## src/rtl/floating_point.sv

```systemverilog
// Multi-cycle IEEE-754 single conversion unit (custom-instruction style).
// Optional int->float datapath: define FP_ITOF_EN to build it.
module floating_point #(
  parameter int LATENCY = 3,
  parameter int N_W     = 8
) (
  input  logic           clk,
  input  logic           rst_n,
  input  logic           clk_en,
  input  logic           reset_req,
  input  logic           start,
  input  logic [N_W-1:0] n,
  input  logic [31:0]    dataa,
  input  logic [31:0]    datab,
  output logic           done,
  output logic [31:0]    result
);

  typedef enum logic {
    IDLE,
    BUSY
  } state_t;

  state_t         state;
  logic [3:0]     cnt;
  logic [31:0]    a_q;
  logic [N_W-1:0] op_q;
  logic [31:0]    op_res;

  logic           fi_s;
  logic [7:0]     fi_e;
  logic [31:0]    fi_m;
  logic [31:0]    fi_mag;
  logic [31:0]    ftoi;

  // float -> int32, truncating toward zero, saturating out of range
  always_comb begin
    fi_s   = a_q[31];
    fi_e   = a_q[30:23];
    fi_m   = {8'd0, 1'b1, a_q[22:0]};
    fi_mag = '0;
    ftoi   = '0;
    if (fi_e == 8'hFF && a_q[22:0] != 23'd0) begin
      ftoi = 32'h7FFF_FFFF;
    end else if (fi_e >= 8'd158) begin
      ftoi = fi_s ? 32'h8000_0000 : 32'h7FFF_FFFF;
    end else if (fi_e >= 8'd150) begin
      fi_mag = fi_m << (fi_e - 8'd150);
      ftoi   = fi_s ? -fi_mag : fi_mag;
    end else if (fi_e >= 8'd127) begin
      fi_mag = fi_m >> (8'd150 - fi_e);
      ftoi   = fi_s ? -fi_mag : fi_mag;
    end
  end

`ifdef FP_ITOF_EN
  logic [31:0] if_mag;
  logic [31:0] if_norm;
  logic [4:0]  if_p;
  logic        if_up;
  logic [24:0] if_rnd;
  logic [7:0]  if_exp;
  logic [31:0] itof;

  // int32 -> float, round to nearest even on the 24-bit significand
  always_comb begin
    if_mag = a_q[31] ? (~a_q + 32'd1) : a_q;
    if_p   = '0;
    for (int i = 0; i < 32; i++) begin
      if (if_mag[i]) if_p = 5'(i);
    end
    if_norm = if_mag << (5'd31 - if_p);
    if_up   = if_norm[7] &
              ((|if_norm[6:0]) | if_norm[8]);
    if_rnd  = {1'b0, if_norm[31:8]} +
              {24'd0, if_up};
    if_exp  = 8'd127 + {3'd0, if_p} +
              {7'd0, if_rnd[24]};
    itof    = {a_q[31], if_exp, if_rnd[22:0]};
    if (a_q == 32'd0) itof = '0;
  end

  logic unused_ok;
  assign unused_ok = &{1'b0, datab, if_rnd[23]};
`else
  logic unused_ok;
  assign unused_ok = &{1'b0, datab};
`endif

  // operation decode on the latched opcode
  always_comb begin
    op_res = '0;
    unique case (1'b1)
      (op_q == N_W'(1)): op_res = ftoi;
`ifdef FP_ITOF_EN
      (op_q == N_W'(0)): op_res = itof;
`endif
      default: op_res = '0;
    endcase
  end

  // control FSM: latch on start, count enabled edges, pulse done
  always_ff @(posedge clk or negedge rst_n) begin
    if (!rst_n) begin
      state  <= IDLE;
      cnt    <= '0;
      done   <= 1'b0;
      result <= '0;
      a_q    <= '0;
      op_q   <= '0;
    end else if (clk_en) begin
      done <= 1'b0;
      if (reset_req) begin
        state  <= IDLE;
        cnt    <= '0;
        result <= '0;
      end else begin
        unique case (state)
          IDLE: begin
            if (start) begin
              a_q   <= dataa;
              op_q  <= n;
              cnt   <= 4'd1;
              state <= BUSY;
            end
          end
          BUSY: begin
            if (cnt == 4'(LATENCY)) begin
              done   <= 1'b1;
              result <= op_res;
              cnt    <= '0;
              state  <= IDLE;
            end else begin
              cnt <= cnt + 4'd1;
            end
          end
        endcase
      end
    end
  end

endmodule

```

## config.mk

```make
export PLATFORM = sky130hd
export DESIGN_NAME = floating_point
export DESIGN_NICKNAME = d
export VERILOG_FILES = /design/src/rtl/floating_point.sv
export SDC_FILE = /design/constraint.sdc
export NUM_CORES = 1
export LEC_CHECK = 0
export ABC_AREA = 0
export BUFFER_PORTS_ARGS = -buffer_cell sky130_fd_sc_hd__buf_2
export CORE_MARGIN = 4
export CORE_UTILIZATION = 51
export DETAILED_ROUTE_END_ITERATION = 8
export MAX_ROUTING_LAYER = met4
export PLACE_DENSITY = 0.76
export SETUP_SLACK_MARGIN = 0.02
export SLEW_MARGIN = 10
export SYNTH_ARGS = -nofsm -noshare
export SYNTH_HDL_FRONTEND = slang
export SYNTH_SLANG_ARGS = --single-unit
```

## constraint.sdc

```tcl
create_clock -name clk -period 12.8 [get_ports clk]
set_input_delay 2.56 -clock clk [delete_from_list [all_inputs] [get_ports clk]]
set_output_delay 2.56 -clock clk [all_outputs]
set_load 0.02 [all_outputs]
```

Yosys cells after proc, flatten, opt, wreduce, memory -nomap -nowiden
Index checks and enable logic that the tools add are counted.
{"block": "op_classes", "n_addsub": 5, "order_cmp": 3, "n_eq_ne": 4, "n_shift": 2, "muxes": 22, "n_bitwise": 2, "reduce_logical": 7}
{"op": "32-bit two-way mux", "count": 11}
{"op": "32-bit negation", "count": 2}
{"op": "24-bit by 8-bit << shifter with 32-bit output", "count": 1}
{"op": "24-bit by 8-bit >> shifter with 32-bit output", "count": 1}
{"op": "23-bit nonzero test", "count": 1}
{"op": "8-bit >= comparator (second input constant)", "count": 2}
{"op": "4-bit two-way mux", "count": 3}
{"op": "8-bit by 1-bit == test with 1-bit output (second input constant)", "count": 1}
{"op": "8-bit == test (second input constant)", "count": 1}
{"op": "8-bit by 7-bit >= comparator with 1-bit output (second input constant)", "count": 1}
{"op": "4-bit one-hot mux with 2 select lines", "count": 1}
{"op": "8-bit subtractor (first input constant)", "count": 1}
{"op": "8-bit subtractor (second input constant)", "count": 1}
{"op": "1-bit two-way mux", "count": 6}
{"op": "4-bit by 1-bit adder with 4-bit output (second input constant)", "count": 1}
{"op": "4-bit by 2-bit == test with 1-bit output (second input constant)", "count": 1}
{"op": "4-bit AND reduction", "count": 1}
{"op": "2-bit nonzero test", "count": 2}
{"op": "3-bit inequality test (second input constant)", "count": 1}
{"op": "3-bit AND reduction", "count": 1}
{"op": "1-bit inverter", "count": 2}
{"op": "1-bit one-hot mux with 2 select lines", "count": 1}
{"op": "2-bit AND reduction", "count": 1}
{"op": "1-bit logical AND", "count": 1}
{"block": "word_totals", "regBits": 78, "in_bits": 77, "output_inout_bits": 33}

Longest topological paths before layout
Gate-level depths: netlist of run 1.
{"block": "depth", "depth_word": 12, "depth_mapped": 23, "depth_no_buf": 16}

Worst setup path after synthesis of run 1
Ideal clock, no wire load.
{"block": "synth_path", "kind": "reg-to-reg", "startpoint": "register a_q[23]", "endpoint": "register result[21]", "setup_time_ns": 0.128, "t_arrival_ns": 4.476, "path_slack_ns": 8.197, "path_stages_with_launch": 20, "path_buffers": 6, "synth_period_minus_slack_ns": 4.603, "cell_sequence": "dfrtp_1 -> buf_6 -> inv_1 -> buf_2 -> buf_4 -> clkbuf_1 -> ha_1 -> buf_2 -> buf_6 -> mux2_1 -> mux4_2 -> nand3_1 -> o21ai_1 -> o21ai_2 -> nand4_1 -> or4_4 -> or3_1 -> o211a_1 -> nor4_1 -> o21ai_1"}
{"block": "synth_via", "elab_chain_len": 12, "elab_cells_between_ends": 21}
{"element": "start, declared", "line_no": "26", "rtl": "logic [31:0] a_q;"}
{"element": "start signal, assigned", "line_no": "121", "rtl": "a_q <= dataa;"}
{"element": "8-bit subtractor", "line_no": "51", "rtl": "fi_mag = fi_m >> (8'd150 - fi_e);"}
{"element": "24-bit by 8-bit >> shifter with 32-bit output", "line_no": "51"}
{"element": "32-bit negation", "line_no": "52", "rtl": "ftoi = fi_s ? -fi_mag : fi_mag;"}
{"element": "32-bit two-way mux", "line_no": "52"}
{"element": "32-bit two-way mux", "line_no": "50", "rtl": "end else if (fi_e >= 8'd127) begin"}
{"element": "32-bit two-way mux", "line_no": "47", "rtl": "end else if (fi_e >= 8'd150) begin"}
{"element": "32-bit two-way mux", "line_no": "45", "rtl": "end else if (fi_e >= 8'd158) begin"}
{"element": "32-bit two-way mux *", "line_no": "43", "rtl": "if (fi_e == 8'hFF && a_q[22:0] != 23'd0) begin"}
{"element": "32-bit two-way mux *", "line_no": "93", "rtl": "unique case (1'b1)"}
{"element": "32-bit two-way mux *", "line_no": "128", "rtl": "if (cnt == 4'(LATENCY)) begin"}
{"element": "32-bit two-way mux *", "line_no": "118", "rtl": "unique case (state)"}
{"element": "32-bit two-way mux *", "line_no": "113", "rtl": "if (reset_req) begin"}
{"element": "end signal, assigned", "line_no": "130", "rtl": "result <= op_res;"}
{"element": "end, declared", "line_no": "16", "rtl": "output logic [31:0] result"}
Mark *: on every way between the ends. The rest lies on a longest branch, timed or not. The select of a mux whose other input is x is not followed.
A chain may end at the register's enable or synchronous reset.

Worst setup path in the final report of run 1
{"block": "layout_path", "startpoint": "register a_q[23]", "endpoint": "register result[31]"}
Same word-level chain as after synthesis.

==> impl_metrics.yaml, run 1 <==
placed_design:
  gp_congestion: 0.9972
  post-dp-hpwl_um: 20310
  dpl_worst_slack_ns: 7.467
  io_buffer_count: 77
timing:
  setup_viol: 0
  slew_violations: 0
  slew_headroom: 0.2411
  setup_ws_ns: 7.329
  fin_crit_sh: 0.4274
  timing.final.crit_period_ns: 5.471
  worstMarginPinSlew_ns: 1.137
  skew_ns: 0.01019
  rsz0062_at_grt: "false"
  fmax_mhz: 182.8
  final_hold_viol_count: 0
  tns_ns: 0
yosys:
  synth_seq_cells: 78
  synthFlopType: "dfrtp_1"
  async_flop_share: 1.000
  netlist_instances: 1059
  syn-num-nets: 1143
  synthSimpleGateAreaFrac: 0.2019
  yosys.area_share.xor_xnor: 0.05660
  muxShareOfSynthArea: 0.2035
  synth_top_family_by_area: "compound AO/OA/AOI/OAI gates"
  synth_compound_area_frac: 0.2424
  yosysSeqAreaShare: 0.2264
  avgSynthCellArea_sq_um: 8.140
  synth_fa_ha_area_frac: 0.01016
  synth_warnings: 0
  synth_edf_count: 0
  syn_area_sq_mm: 0.008621
  synth.distinct_cells: 93
routing:
  routedWlPerCell_um: 20.87
  drcViolationCount: 0
  drt_iter0_drc: 1276
  routed-via-count: 8637
  first_pass_iters: 6
  antenna_left: 0
  viasPerCell: 6.649
  routed_wl_um: 27100
cells_and_area:
  diodes: 0
  final_common_cell: "nand2_1"
  drive_above_1_share: 0.1974
  area_growth_pct: 7.431
  final_core_util: 0.5585
  fillers: 1591
  layout_common_cells: "nand2_1, o21ai_0, nor2_1, dfrtp_1, buf_2"
  fin_nets: 1158
worst_setup_path:
  rr_startpoint: "a_q[23]$_DFFE_PN0P_"
  worst_path_most_repeated_cell: "buf_4"
  setup.worst_path.start: "a_q[23]$_DFFE_PN0P_"
  arrival_ns: 5.69
  crit_path_cell_trace: "buf_4 -> inv_1 -> buf_4 -> ha_1 -> buf_4 -> mux4_2 -> nand2_1 -> o31ai_1 -> or3_1 -> o2111ai_2 -> nand3_2 -> or4b_1 -> nand4bb_1 -> and3_1 -> a221oi_1 -> a31oi_1"
  endpoint_kind: "register"
  critPathRequiredTime_ns: 13.02
  slowest_stage: "or4b_1"
  crit_fanout: 63
  max_stage_delay_ns: 0.68
  path_class: "reg2reg"
  worstSetupStartpointType: "register"
global_route:
  antenna_found_initial: 0
  grt_pass1_wl_um: 43450
  global_route.usage.total: 0.2868
  grt_overflow: 0
  grt_pass1_vias: 7861
  grt_max_degree: 79
clock_tree:
  clk_path_buf_depth: 2
  hold_buffers: 0
  numCtsBuffers: 9
  root_buffer: "clkbuf_16"
  post-cts-setup-buffers: 0
  cts.sinks: 78
  clock_latency_ns: 0.35
  clk_pin_slew_worst_paths_ns: 0.06
  htreeDepth: 3
  cts_tree: "done"
  postCtsResizedCells: 0
floorplan:
  rows: 47
  core_sq_mm: 0.01658
  ios: 110
  dieArea_sq_mm: 0.01905
  die_x_um: 138.0
  start_util: 0.5198
  die_height_um: 138.0
run_status:
  status: "finished clean"
run:
  maxCapViolations: 0
min_path:
  min_path_type: "reg2reg"
  min_from: "result[22]$_DFFE_PN0P_"
pwr:
  power_density_mw_per_mm2: 232.2
  vdd_drop_max_mv: 0.1249
  leakagePower_nw: 3.842
  power_mw: 2.150
[layer usage]
metal / vias up / track usage / part of all wire
li1: 3981 / - / -
met1: 4105 / 0.4013 / 0.44
met2: 481 / 0.4119 / 0.43
met3: 70 / 0.05525 / 0.093
met4: 0 / 0.1102 / 0.038
met5: - / - / 0
[worst max-delay path, delay by kind of cell, from the launching register on]
family	cells	cell delay, ns
AO/OA/AOI/OAI	4	0.61
adder cells (fa/ha/maj)	1	0.33
buffers and inverters	4	1.37
flip-flops	1	0.33
multiplexers	1	0.58
AND/OR/NAND/NOR	6	2.01
[metrics by stage]
stage / std cells / hold slack (ns) / cell area [sq um]
after global placement: 1283 / 0.4574 / 8960
after detailed placement: 1283 / 0.4706 / 8960
after CTS: 1299 / 0.4832 / 9261
after floorplan: 1059 / 0.4458 / 8621
final: 1299 / 0.4783 / 9261
after global routing: 1299 / 0.4992 / 9261
[cell type report]
class / instances / area (sq um) / share of cell area
tap: 220 / 275.3 / 0.02972
timing repair buffer: 90 / 485.5 / 0.05242
clock inverter: 5 / 58.81 / 0.006350
inverter: 16 / 60.06 / 0.006485
clock buffer: 11 / 242.7 / 0.02621
multi-input combinational: 879 / 6185 / 0.6678
sequential: 78 / 1954 / 0.2110
[registers in the layout, indices dropped and copies added, names as in the netlist]
name,count
state,1
op_q,8
a_q,32
cnt,4
done,1
result,32
[cell usage after synthesis (4+ instances only)]
| library cell | number | area [sq um] |
|---|---|---|
| mux2i_1 | 65 | 650.6 |
| o22ai_1 | 7 | 43.79 |
| buf_6 | 9 | 101.4 |
| a22oi_1 | 7 | 52.55 |
| o32ai_1 | 4 | 35.03 |
| nand3b_1 | 4 | 30.03 |
| inv_1 | 12 | 45.04 |
| nand2b_1 | 11 | 68.82 |
| clkbuf_1 | 41 | 153.9 |
| nand4_1 | 9 | 56.30 |
| a22o_1 | 5 | 43.79 |
| a21oi_1 | 58 | 290.3 |
| a221oi_1 | 7 | 61.31 |
| a32oi_1 | 9 | 78.83 |
| mux2_1 | 5 | 56.30 |
| nand2_1 | 141 | 529.3 |
| buf_2 | 23 | 115.1 |
| nor4_1 | 11 | 68.82 |
| xor2_1 | 24 | 210.2 |
| nor3_1 | 17 | 85.08 |
| xnor2_1 | 28 | 245.2 |
| mux4_2 | 23 | 518.0 |
| a211o_1 | 4 | 35.03 |
| nand3_1 | 36 | 180.2 |
| buf_1 | 5 | 18.77 |
| a31oi_1 | 14 | 87.58 |
| o21ai_1 | 17 | 85.08 |
| mux2_2 | 47 | 529.3 |
| and2_1 | 14 | 87.58 |
| o211ai_1 | 13 | 97.59 |
| or2_2 | 4 | 25.02 |
| and3_1 | 4 | 25.02 |
| buf_4 | 8 | 60.06 |
| o21a_1 | 8 | 60.06 |
| or3_1 | 10 | 62.56 |
| nor2_1 | 79 | 296.5 |
| o31ai_1 | 16 | 120.1 |
| dfrtp_1 | 78 | 1952 |
| ha_1 | 7 | 87.58 |
| nor2b_1 | 5 | 31.28 |
| o21ai_0 | 90 | 450.4 |
[path summary, 6_finish.rpt]
path / end / slack (ns) / cells past startpoint
min in group asynchronous: cnt[3]$_DFFE_PN0P_ / 2.36 / 1
max in group asynchronous: a_q[23]$_DFFE_PN0P_ / 9.75 / 1
hold / removal: result[22]$_DFFE_PN0P_ / 0.48 / 2
setup reg to reg: result[31]$_DFFE_PN0P_ / 7.33 / 16
setup / recovery: result[31]$_DFFE_PN0P_ / 7.33 / 16
hold reg to reg: result[22]$_DFFE_PN0P_ / 0.48 / 2
[where the power goes]
group          total [mW]  switching [mW]  internal [mW]
Sequential          0.371          0.0903          0.280
Combinational        1.51           0.940          0.575
Clock               0.265           0.108          0.156
[cells by family (layout without fill, tap and decap cells)]
| group | count (synthesis) | in the layout |
|---|---|---|
| AOI/OAI and AO/OA | 311 | 311 |
| muxes | 140 | 140 |
| adders and majority gates | 7 | 7 |
| buffers and inverters | 102 | 122 |
| DFF | 78 | 78 |
| xor gates and xnor gates | 54 | 54 |
| and+or+nand+nor | 367 | 367 |
(Power assumes the default switching activity.)
==> run 2, diff against run 1 <==
Settings changed: PLACE_DENSITY 0.76 to 0.78.
Clock period 12.8 ns to 4.5 ns, I/O delays scaled along.
==> run 2 against run 1 <==
  * Register-to-register slack got worse by 7.1 ns
  * Via count increased by 0.85%
  * Combinational power increased to 3.1 times the previous value
  * Worst hold slack improved by 0.0044 ns
  * Core utilization increased by 2.2 points
  * Clock-buffer cell count increased by 2
  * Die area unchanged
  * Clock power increased to 2.9 times the previous value
  * Critical endpoint is now result[23]$_DFFE_PN0P_
  * Largest power group unchanged
  * Highest routed layer unchanged
==> impl_metrics.yaml, run 2 (synthesized netlist as in run 1, its figures left out) <==
placed_design:
  io_buffer_count: 77
  post-dp-hpwl_um: 21520
  postPlaceCellArea_sq_mm: 0.009223
  gp_congestion: 1.036
clock_tree:
  root_buffer: "clkbuf_16"
  cts.sinks: 78
  cts_tree: "done"
  clk_pin_slew_worst_paths_ns: 0.06
  htreeDepth: 3
  clock_latency_ns: 0.35
  hold_buffers: 0
  clk_path_buf_depth: 2
  numCtsBuffers: 9
run_status:
  status: "finished clean"
timing:
  worstMarginPinSlew_ns: 0.9928
  tns_ns: 0
  fmax_mhz: 231.8
  slew_violations: 0
  skew_ns: 0.008817
  fin_crit_sh: 0.9587
  setup_viol: 0
  timing.final.crit_period_ns: 4.314
  final_hold_viol_count: 0
  slew_headroom: 0.3381
  rsz0062_at_grt: "false"
run:
  maxCapViolations: 0
floorplan:
  rows: 47
  core_sq_mm: 0.01658
  die_x_um: 138.0
  start_util: 0.5198
  dieArea_sq_mm: 0.01905
  ios: 110
  die_height_um: 138.0
global_route:
  grt_pass1_wl_um: 44680
  grt_overflow: 0
  grt_max_degree: 79
  antenna_found_initial: 0
  global_route.usage.total: 0.2975
  grt_pass1_vias: 7891
routing:
  drt_iter0_drc: 1153
  antenna_left: 0
  viasPerCell: 6.539
  routed-via-count: 8710
  routed_wl_um: 28360
  first_pass_iters: 7
  routedWlPerCell_um: 21.29
  drcViolationCount: 0
worst_setup_path:
  endpoint_kind: "register"
  path_class: "reg2reg"
  worstSetupStartpointType: "register"
  arrival_ns: 4.55
  crit_fanout: 41
  critPathRequiredTime_ns: 4.74
cells_and_area:
  fin_nets: 1191
  diodes: 0
  multiInputGateArea_sq_mm: 0.006254
  fillers: 1529
  seq_area_sq_mm: 0.001954
  layout_common_cells: "nand2_1, o21ai_0, nor2_1, dfrtp_1, buf_2"
  drive_above_1_share: 0.2284
  area_growth_pct: 11.71
  design_area_sq_mm: 0.009630
  final_common_cell: "nand2_1"
  top_regs: "a_q: 32 flops, result: 32 flops, op_q: 8 flops"
min_path:
  min_path_type: "reg2reg"
pwr:
  power_density_mw_per_mm2: 669.2
  leakagePower_nw: 4.026
  vdd_drop_max_mv: 0.4015
-- run 2: changes by cell type in the layout (fill, tap and decap cells not counted), moves of 2 or more --
cell / before / now
nor2_1: 79 / 77
buf_12: 0 / 4
nor2_2: 0 / 2
mux2i_1: 65 / 63
clkinvlp_4: 2 / 0
ha_1: 7 / 5
buf_4: 14 / 43
mux2i_2: 0 / 2
-- run 2: stage by stage --
stage	cells	utilization	setup WS [ns]	hold slack, ns	power (mW)
after global routing	1332	0.5807	0.03650	0.5043	6.845
after global placement	1313	0.5561	0.1633	0.4578	5.399
after CTS	1329	0.5745	0.03472	0.4855	6.224
after floorplan	1059	-	0.07964	0.4458	4.293
final	1332	0.5807	0.1859	0.4827	6.445
after detailed placement	1313	0.5561	0.08060	0.4723	5.441
-- run 2: what timing repair did --
action / CTS / global route
endpoints found under the hold margin: 0 / 0
gates resized for setup: 0 / 16
buffers inserted: 0 / 3
setup endpoints to repair: 0 / 15
-- run 2: path summary, 6_finish.rpt --
| kind | from | end | slack [ns] | cells past startpoint |
|---|---|---|---|---|
| min in group asynchronous | rst_n | cnt[3]$_DFFE_PN0P_ | 0.72 | 1 |
| worst min-delay path | result[25]$_DFFE_PN0P_ | result[25]$_DFFE_PN0P_ | 0.48 | 2 |
| worst max register to register | a_q[24]$_DFFE_PN0P_ | result[23]$_DFFE_PN0P_ | 0.19 | 13 |
| worst max-delay path | a_q[24]$_DFFE_PN0P_ | result[23]$_DFFE_PN0P_ | 0.19 | 13 |
| max in group asynchronous | rst_n | a_q[24]$_DFFE_PN0P_ | 3.09 | 1 |
| worst min register to register | result[25]$_DFFE_PN0P_ | result[25]$_DFFE_PN0P_ | 0.48 | 2 |
-- run 2: power by group --
part | total (mW) | switching, mW | internal [mW]
registers | 1.04 | 0.241 | 0.798
logic | 4.64 | 2.79 | 1.85
clock network | 0.763 | 0.302 | 0.461
-- run 2: cell type report --
cell class,instances,area share
Multi-Input combinational cell,879,0.6493
Sequential cell,78,0.2029
Timing Repair Buffer,123,0.08133
Tap cell,220,0.02858
Clock buffer,13,0.02702
Inverter,16,0.006236
Clock inverter,3,0.004547
-- run 2: critical path, stage by stage, from the launching register on --
cell and delay [ns]:
dfrtp_2 0.47, ha_2 0.36, buf_12 0.22, mux2i_2 0.33
a22oi_1 0.23, a32oi_1 0.32, a2111oi_1 0.22, a311oi_4 0.31
nand4_1 0.20, or4_1 0.70, a21o_1 0.23, a21oi_1 0.26
o21ai_0 0.12, a31o_1 0.21
-- run 2: layer usage --
metal  part of all wire  wire length (um)  vias up  GRT usage
li1                   -                 -     4035          -
met2               0.45             12810      467     0.4481
met5                  0                 0        -          -
met3              0.076              2155       50    0.03867
met4              0.028               789        0    0.09308
met1               0.44             12610     4158     0.4190
